===== config.mk =====
export PLATFORM = sky130hd
export DESIGN_NAME = draw_board_figures_flat
export DESIGN_NICKNAME = d
export VERILOG_FILES = /design/src/rtl/draw_board_figures_if.sv /design/src/rtl/draw_board_figures.sv /design/src/flat_wrapper.sv
export SDC_FILE = /design/constraint.sdc
export NUM_CORES = 1
export LEC_CHECK = 0
export CAP_MARGIN = 20
export CORE_MARGIN = 4
export CORE_UTILIZATION = 40
export CTS_CLUSTER_SIZE = 28
export DETAILED_ROUTE_END_ITERATION = 8
export GPL_TIMING_DRIVEN = 0
export PLACE_DENSITY = 0.83
export RECOVER_POWER = 100
export SLEW_MARGIN = 20
export SYNTH_ARGS = -nofsm -noshare
export SYNTH_HDL_FRONTEND = slang
export SYNTH_SLANG_ARGS = --single-unit

===== constraint.sdc =====
create_clock -name clk -period 2.18 [get_ports clk]
set_clock_uncertainty 0.15 [all_clocks]
set_input_delay 0.436 -clock clk [delete_from_list [all_inputs] [get_ports clk]]
set_output_delay 0.436 -clock clk [all_outputs]
set_load 0.02 [all_outputs]

===== src/rtl/draw_board_figures_if.sv =====
// vga_if: VGA pixel bundle (timing counters, syncs, blanking, 12-bit colour).
interface vga_if;
   logic [10:0] vcount;
   logic        vsync;
   logic        vblnk;
   logic [10:0] hcount;
   logic        hsync;
   logic        hblnk;
   logic [11:0] rgb;
   modport in  (input  vcount, vsync, vblnk, hcount, hsync, hblnk, rgb);
   modport out (output vcount, vsync, vblnk, hcount, hsync, hblnk, rgb);
endinterface


===== src/rtl/draw_board_figures.sv =====
// draw_board_figures: overlays ROM chess glyphs and a blinking selection highlight on the 8x8 board.
module draw_board_figures #(
   parameter int          BOARD_X      = 256,
   parameter int          BOARD_Y      = 128,
   parameter int          TILE_SIZE    = 64,
   parameter int          SCALE_SHIFT  = 1,
   parameter int          GLYPH_W      = TILE_SIZE >> SCALE_SHIFT,
   parameter int          ROM_LATENCY  = 1,
   parameter logic [11:0] COLOR_1      = 12'h666,
   parameter logic [11:0] COLOR_2      = 12'hfff,
   parameter logic [11:0] COLOR_3      = 12'h000,
   parameter logic [11:0] HILITE_COLOR = 12'h0f0,
   parameter int          BLINK_FRAMES = 30
) (
   input  logic                       clk,
   input  logic                       rst,
   input  logic [2*GLYPH_W-1:0]       glyph_row,
   output logic [5:0]                 square_idx,
   output logic [$clog2(GLYPH_W)-1:0] glyph_line,
   input  logic                       sel_en,
   input  logic [5:0]                 sel_square,
   vga_if.in                          vga_in,
   vga_if.out                         vga_out
);
   localparam int TB = $clog2(TILE_SIZE);
   localparam int GW = $clog2(GLYPH_W);
   localparam int AW = TB + 3;
   localparam int FW = BLINK_FRAMES > 1 ? $clog2(BLINK_FRAMES) : 1;
   localparam logic [10:0] X0 = 11'(BOARD_X);
   localparam logic [10:0] X1 = 11'(BOARD_X + 8*TILE_SIZE);
   localparam logic [10:0] Y0 = 11'(BOARD_Y);
   localparam logic [10:0] Y1 = 11'(BOARD_Y + 8*TILE_SIZE);
   typedef struct packed {
      logic [10:0]   vcount;
      logic          vsync;
      logic          vblnk;
      logic [10:0]   hcount;
      logic          hsync;
      logic          hblnk;
      logic [11:0]   rgb;
      logic          in_board;
      logic [GW-1:0] gcol;
      logic          border;
      logic          fill;
   } stage_t;
   stage_t [ROM_LATENCY:0] pipe;
   stage_t s0;
   stage_t p;
   logic [AW-1:0] dx;
   logic [AW-1:0] dy;
   logic [TB-1:0] ox;
   logic [TB-1:0] oy;
   logic [5:0] sq;
   logic in_board;
   logic in_sel;
   logic [1:0] code;
   logic [FW-1:0] frame_cnt;
   logic blink_phase;
   logic vblnk_rise;
   logic [11:0] rgb_next;
   always_comb begin
      dx = AW'(vga_in.hcount - X0);
      dy = AW'(vga_in.vcount - Y0);
      ox = dx[TB-1:0];
      oy = dy[TB-1:0];
      sq = {dy[AW-1:TB], dx[AW-1:TB]};
      in_board = vga_in.hcount >= X0 && vga_in.hcount < X1 && vga_in.vcount >= Y0 && vga_in.vcount < Y1;
      in_sel = sel_en && sq == sel_square;
      s0 = '{vcount: vga_in.vcount, vsync: vga_in.vsync, vblnk: vga_in.vblnk,
             hcount: vga_in.hcount, hsync: vga_in.hsync, hblnk: vga_in.hblnk,
             rgb: vga_in.rgb, in_board: in_board, gcol: ox[TB-1:SCALE_SHIFT],
             border: in_sel && (ox < TB'(2) || ox >= TB'(TILE_SIZE-2) || oy < TB'(2) || oy >= TB'(TILE_SIZE-2)),
             fill: in_sel};
      vblnk_rise = vga_in.vblnk && !pipe[0].vblnk;
      p = pipe[ROM_LATENCY];
      // pixel 0 sits in the top bits of the ROM word
      code = 2'(glyph_row >> {GW'(GLYPH_W-1) - p.gcol, 1'b0});
      rgb_next = !p.in_board ? p.rgb :
                 p.border ? HILITE_COLOR :
                 code == 2'b00 ? (p.fill && blink_phase ? HILITE_COLOR : p.rgb) :
                 code == 2'b01 ? COLOR_1 :
                 code == 2'b10 ? COLOR_2 : COLOR_3;
   end
   always_ff @(posedge clk) begin
      if (rst) begin
         pipe <= '0;
         square_idx <= '0;
         glyph_line <= '0;
         frame_cnt <= '0;
         blink_phase <= 1'b0;
         vga_out.vcount <= '0;
         vga_out.vsync <= 1'b0;
         vga_out.vblnk <= 1'b0;
         vga_out.hcount <= '0;
         vga_out.hsync <= 1'b0;
         vga_out.hblnk <= 1'b0;
         vga_out.rgb <= '0;
      end else begin
         pipe <= {pipe[ROM_LATENCY-1:0], s0};
         square_idx <= in_board ? sq : '0;
         glyph_line <= in_board ? oy[TB-1:SCALE_SHIFT] : '0;
         if (vblnk_rise) begin
            frame_cnt <= frame_cnt == FW'(BLINK_FRAMES-1) ? '0 : frame_cnt + 1'b1;
            blink_phase <= frame_cnt == FW'(BLINK_FRAMES-1) ? !blink_phase : blink_phase;
         end
         vga_out.vcount <= p.vcount;
         vga_out.vsync <= p.vsync;
         vga_out.vblnk <= p.vblnk;
         vga_out.hcount <= p.hcount;
         vga_out.hsync <= p.hsync;
         vga_out.hblnk <= p.hblnk;
         vga_out.rgb <= rgb_next;
      end
   end
endmodule


===== src/flat_wrapper.sv =====
// flat-port wrapper written by rule: the top's interface ports become plain ports
module draw_board_figures_flat 
#(
   parameter int          BOARD_X      = 256,
   parameter int          BOARD_Y      = 128,
   parameter int          TILE_SIZE    = 64,
   parameter int          SCALE_SHIFT  = 1,
   parameter int          GLYPH_W      = TILE_SIZE >> SCALE_SHIFT,
   parameter int          ROM_LATENCY  = 1,
   parameter logic [11:0] COLOR_1      = 12'h666,
   parameter logic [11:0] COLOR_2      = 12'hfff,
   parameter logic [11:0] COLOR_3      = 12'h000,
   parameter logic [11:0] HILITE_COLOR = 12'h0f0,
   parameter int          BLINK_FRAMES = 30
)
  (clk, rst, glyph_row, square_idx, glyph_line, sel_en, sel_square, vga_in_vcount, vga_in_vsync, vga_in_vblnk, vga_in_hcount, vga_in_hsync, vga_in_hblnk, vga_in_rgb, vga_out_vcount, vga_out_vsync, vga_out_vblnk, vga_out_hcount, vga_out_hsync, vga_out_hblnk, vga_out_rgb);
  vga_if vga_in_i ();
  vga_if vga_out_i ();
  input  logic clk;
  input  logic rst;
  input  logic [2*GLYPH_W-1:0] glyph_row;
  output logic [5:0] square_idx;
  output logic [$clog2(GLYPH_W)-1:0] glyph_line;
  input  logic sel_en;
  input  logic [5:0] sel_square;
  input wire logic [$bits(vga_in_i.vcount)-1:0] vga_in_vcount;
  input wire logic [$bits(vga_in_i.vsync)-1:0] vga_in_vsync;
  input wire logic [$bits(vga_in_i.vblnk)-1:0] vga_in_vblnk;
  input wire logic [$bits(vga_in_i.hcount)-1:0] vga_in_hcount;
  input wire logic [$bits(vga_in_i.hsync)-1:0] vga_in_hsync;
  input wire logic [$bits(vga_in_i.hblnk)-1:0] vga_in_hblnk;
  input wire logic [$bits(vga_in_i.rgb)-1:0] vga_in_rgb;
  output wire logic [$bits(vga_out_i.vcount)-1:0] vga_out_vcount;
  output wire logic [$bits(vga_out_i.vsync)-1:0] vga_out_vsync;
  output wire logic [$bits(vga_out_i.vblnk)-1:0] vga_out_vblnk;
  output wire logic [$bits(vga_out_i.hcount)-1:0] vga_out_hcount;
  output wire logic [$bits(vga_out_i.hsync)-1:0] vga_out_hsync;
  output wire logic [$bits(vga_out_i.hblnk)-1:0] vga_out_hblnk;
  output wire logic [$bits(vga_out_i.rgb)-1:0] vga_out_rgb;
  assign vga_in_i.vcount = vga_in_vcount;
  assign vga_in_i.vsync = vga_in_vsync;
  assign vga_in_i.vblnk = vga_in_vblnk;
  assign vga_in_i.hcount = vga_in_hcount;
  assign vga_in_i.hsync = vga_in_hsync;
  assign vga_in_i.hblnk = vga_in_hblnk;
  assign vga_in_i.rgb = vga_in_rgb;
  assign vga_out_vcount = vga_out_i.vcount;
  assign vga_out_vsync = vga_out_i.vsync;
  assign vga_out_vblnk = vga_out_i.vblnk;
  assign vga_out_hcount = vga_out_i.hcount;
  assign vga_out_hsync = vga_out_i.hsync;
  assign vga_out_hblnk = vga_out_i.hblnk;
  assign vga_out_rgb = vga_out_i.rgb;
  draw_board_figures #(.BOARD_X(BOARD_X), .BOARD_Y(BOARD_Y), .TILE_SIZE(TILE_SIZE), .SCALE_SHIFT(SCALE_SHIFT), .GLYPH_W(GLYPH_W), .ROM_LATENCY(ROM_LATENCY), .COLOR_1(COLOR_1), .COLOR_2(COLOR_2), .COLOR_3(COLOR_3), .HILITE_COLOR(HILITE_COLOR), .BLINK_FRAMES(BLINK_FRAMES)) u_core (.clk(clk), .rst(rst), .glyph_row(glyph_row), .square_idx(square_idx), .glyph_line(glyph_line), .sel_en(sel_en), .sel_square(sel_square), .vga_in(vga_in_i), .vga_out(vga_out_i));
endmodule

==> results.toml <==
[synth]
postSynthAreaPerCell_um2 = 10.8
synth_nets = 554
yosys_warnings = 0
yosys-top-cells-count = "dfxtp_1, nor2b_1, mux2i_1"
ys_top_cells_by_area = "dfxtp_1, nor2b_1, mux2i_1"
synthAdderAreaFrac_pct = 1.87
synth_compound_area_share_pct = 6.62
synthMuxAreaShare_pct = 6.83
synth_area_mm2 = 0.00469
async_flop_share_pct = 0
synth-simple-area-share_pct = 21.5
synth_top_area_cell = "dfxtp_1"
synthCells = 436
synth-seq-cells = 137
ys_seq_area_share_pct = 58.5
synth_edf_count = 0
ys_types = 41
synth_top_family_by_area = "simple AND/OR/NAND/NOR gates"
synth-xor-area-share_pct = 2.05
yosysTopAreaCellShare_pct = 58.5
ys.flop_type = "dfxtp_1"
synth_most_common_cell = "dfxtp_1"

[routing]
ant_nets = 0
drc = 0
dr.pass1.iters = 4
vias = 3713
vias_per_cell = 4.75
wirelength_um = 12600
drt_iter0_markers = 158
wl_per_cell_um = 16.1

[clocking]
clk_pin_slew_ns = 0.05
cts_buffers = 17
cts_root_buffer = "clkbuf_16"
clock-sinks = 137
htreeDepth = 4
cts_tree = "yes"
clock_latency_ns = 0.41
clockBufferDepth = 2

[floorplan]
io_pins = 160
rows = 39
initial_utilization_pct = 40.9
fp.dieH_um = 116
dieArea_mm2 = 0.0135
die_w_um = 116
core_area_mm2 = 0.0115

[final_layout]
diodes = 0
nNetsFinal = 745
drive_above_1_share_pct = 13.3
utilization_pct = 64.6
n_fill_cell = 855
area_delta_synth_final_pct = 57.9

[power_and_ir_drop]
power_w = 0.00608
vdd_drop_max_mv = 0.583
leakage_nw = 3.02
p_per_area_mw_per_mm2 = 822

[global_routing]
grt_start_max_net_pins = 17
grt-ovfl-total = 0
grt_pass1_wl_um = 18100
grt_pass1_vias = 3857
track_usage_pct = 17.7
antenna_found_initial = 0

[setup_path]
endpoint_kind = "flip-flop"
startpoint_type = "flip-flop"
crit_fanout = 5
critPathKind = "reg -> reg"
worst-endpoint-required_ns = 2.30
crit_arrival_ns = 2.63

[sta]
maxSlewViolCount = 0
whs_ns = 0.282
max_freq_mhz = 398
finalWorstSetupSlack_ns = -0.330
setup_violations = 26
final-hold-violation-count = 0
rsz0062_at_grt = "true"
period_share_pct = 115
period_needed_ns = 2.51
tightest_slew_ns = 0.559
slew_headroom_pct = 62.8

[job]
maxCapViolations = 0

[worst_hold_path]
hp-class = "reg -> reg"

[place]
port_buffers = 159
post-place-ws_ns = -0.541
gp_congestion = 0.836
place_hpwl_um = 8850

[outcome]
violations = "setup timing"
status = "finished, violations left"
-- critical path, stage by stage, from the launching register on --
cell	delay (ns)
dfxtp_4	0.36
buf_12	0.13
buf_8	0.13
buf_12	0.13
buf_6	0.11
mux2i_2	0.19
a21oi_2	0.09
a211oi_2	0.36
ha_4	0.27
o21ai_2	0.13
nand2_2	0.10
a21oi_2	0.16
nor2_1	0.06
-- per-stage QoR --
stage	cells	setup TNS [ns]	instance area, µm²
floorplan	436	-0.316	4720
finish	782	-4.04	7400
CTS	778	-3.13	7280
global route	782	-8.64	7400
detailed placement	738	-21.21	6490
global placement	738	-19.66	6490
-- cell usage in the layout, fill, tap and decap left out, types with 5 or more instances in the layout --
| master | count |
|---|---|
| nor2_1 | 22 |
| nand2_1 | 7 |
| mux2i_1 | 28 |
| and2_1 | 10 |
| a21oi_1 | 8 |
| nand4_1 | 5 |
| clkbuf_16 | 17 |
| dlygate4sd3_1 | 51 |
| a22oi_1 | 12 |
| inv_1 | 6 |
| buf_6 | 9 |
| a21oi_2 | 5 |
| buf_4 | 5 |
| clkbuf_1 | 14 |
| xnor2_1 | 5 |
| nor2b_1 | 105 |
| xor2_1 | 6 |
| clkdlybuf4s50_1 | 108 |
| dfxtp_1 | 136 |
-- worst paths after layout --
| kind | to | slack (ns) | startpoint | cells past startpoint |
|---|---|---|---|---|
| worst min-delay path | u_core.p[37] | 0.28 | u_core.pipe[37] | 1 |
| worst min register to register | u_core.p[37] | 0.28 | u_core.pipe[37] | 1 |
| worst max register to register | u_core.vga_out.rgb[1] | -0.33 | u_core.p[3] | 12 |
| worst max-delay path | u_core.vga_out.rgb[1] | -0.33 | u_core.p[3] | 12 |
-- registers in the layout, summed over array words and instances, names as in the netlist, 5 cells and up --
| signal | count |
|---|---|
| u_core.frame_cnt | 5 |
| u_core.vga_out.rgb | 12 |
| u_core.p | 41 |
| u_core.vga_out.vcount | 11 |
| u_core.glyph_line | 5 |
| u_core.pipe | 41 |
| u_core.vga_out.hcount | 11 |
| u_core.square_idx | 6 |
-- cell type report --
cell class	count	area, µm²	area share [%]
well taps	143	179	2.42
clock inverters	7	91.3	1.23
plain buffers	20	124	1.67
multi-input cells	270	1970	26.6
inverters	7	26.3	0.355
repair buffers	174	1770	24.0
flip-flops and latches	137	2750	37.1
clock buffers	24	492	6.64
-- layer usage --
metal	vias to the layer above	track usage [%]	routed length [µm]
li1	1818	-	-
met1	1709	17.5	4900
met2	155	32.7	6290
met3	31	6.32	1040
met4	0	8.43	357
met5	-	0	0
-- cells by family (layout without fill, tap and decap cells) --
kind of cell	count (synthesis)	after routing
compound gates	47	47
xor+xnor	11	11
fa+ha+maj	7	7
buf+inv	29	232
flops	137	137
mux	32	32
simple gates	173	173
-- power breakdown --
group / total, W / internal (W) / switching, W
clock network: 0.00278 / 0.00179 / 0.000990
registers: 0.00263 / 0.00260 / 0.0000296
logic: 0.000672 / 0.000393 / 0.000280
-- what timing repair did --
item	in CTS	in global routing
endpoints found under the setup margin	24	18
cloned	1	0
pin swaps	18	13
resized for setup	33	24
hold buffers	0	0
buffers inserted	10	4
(Power assumes the default switching activity.)
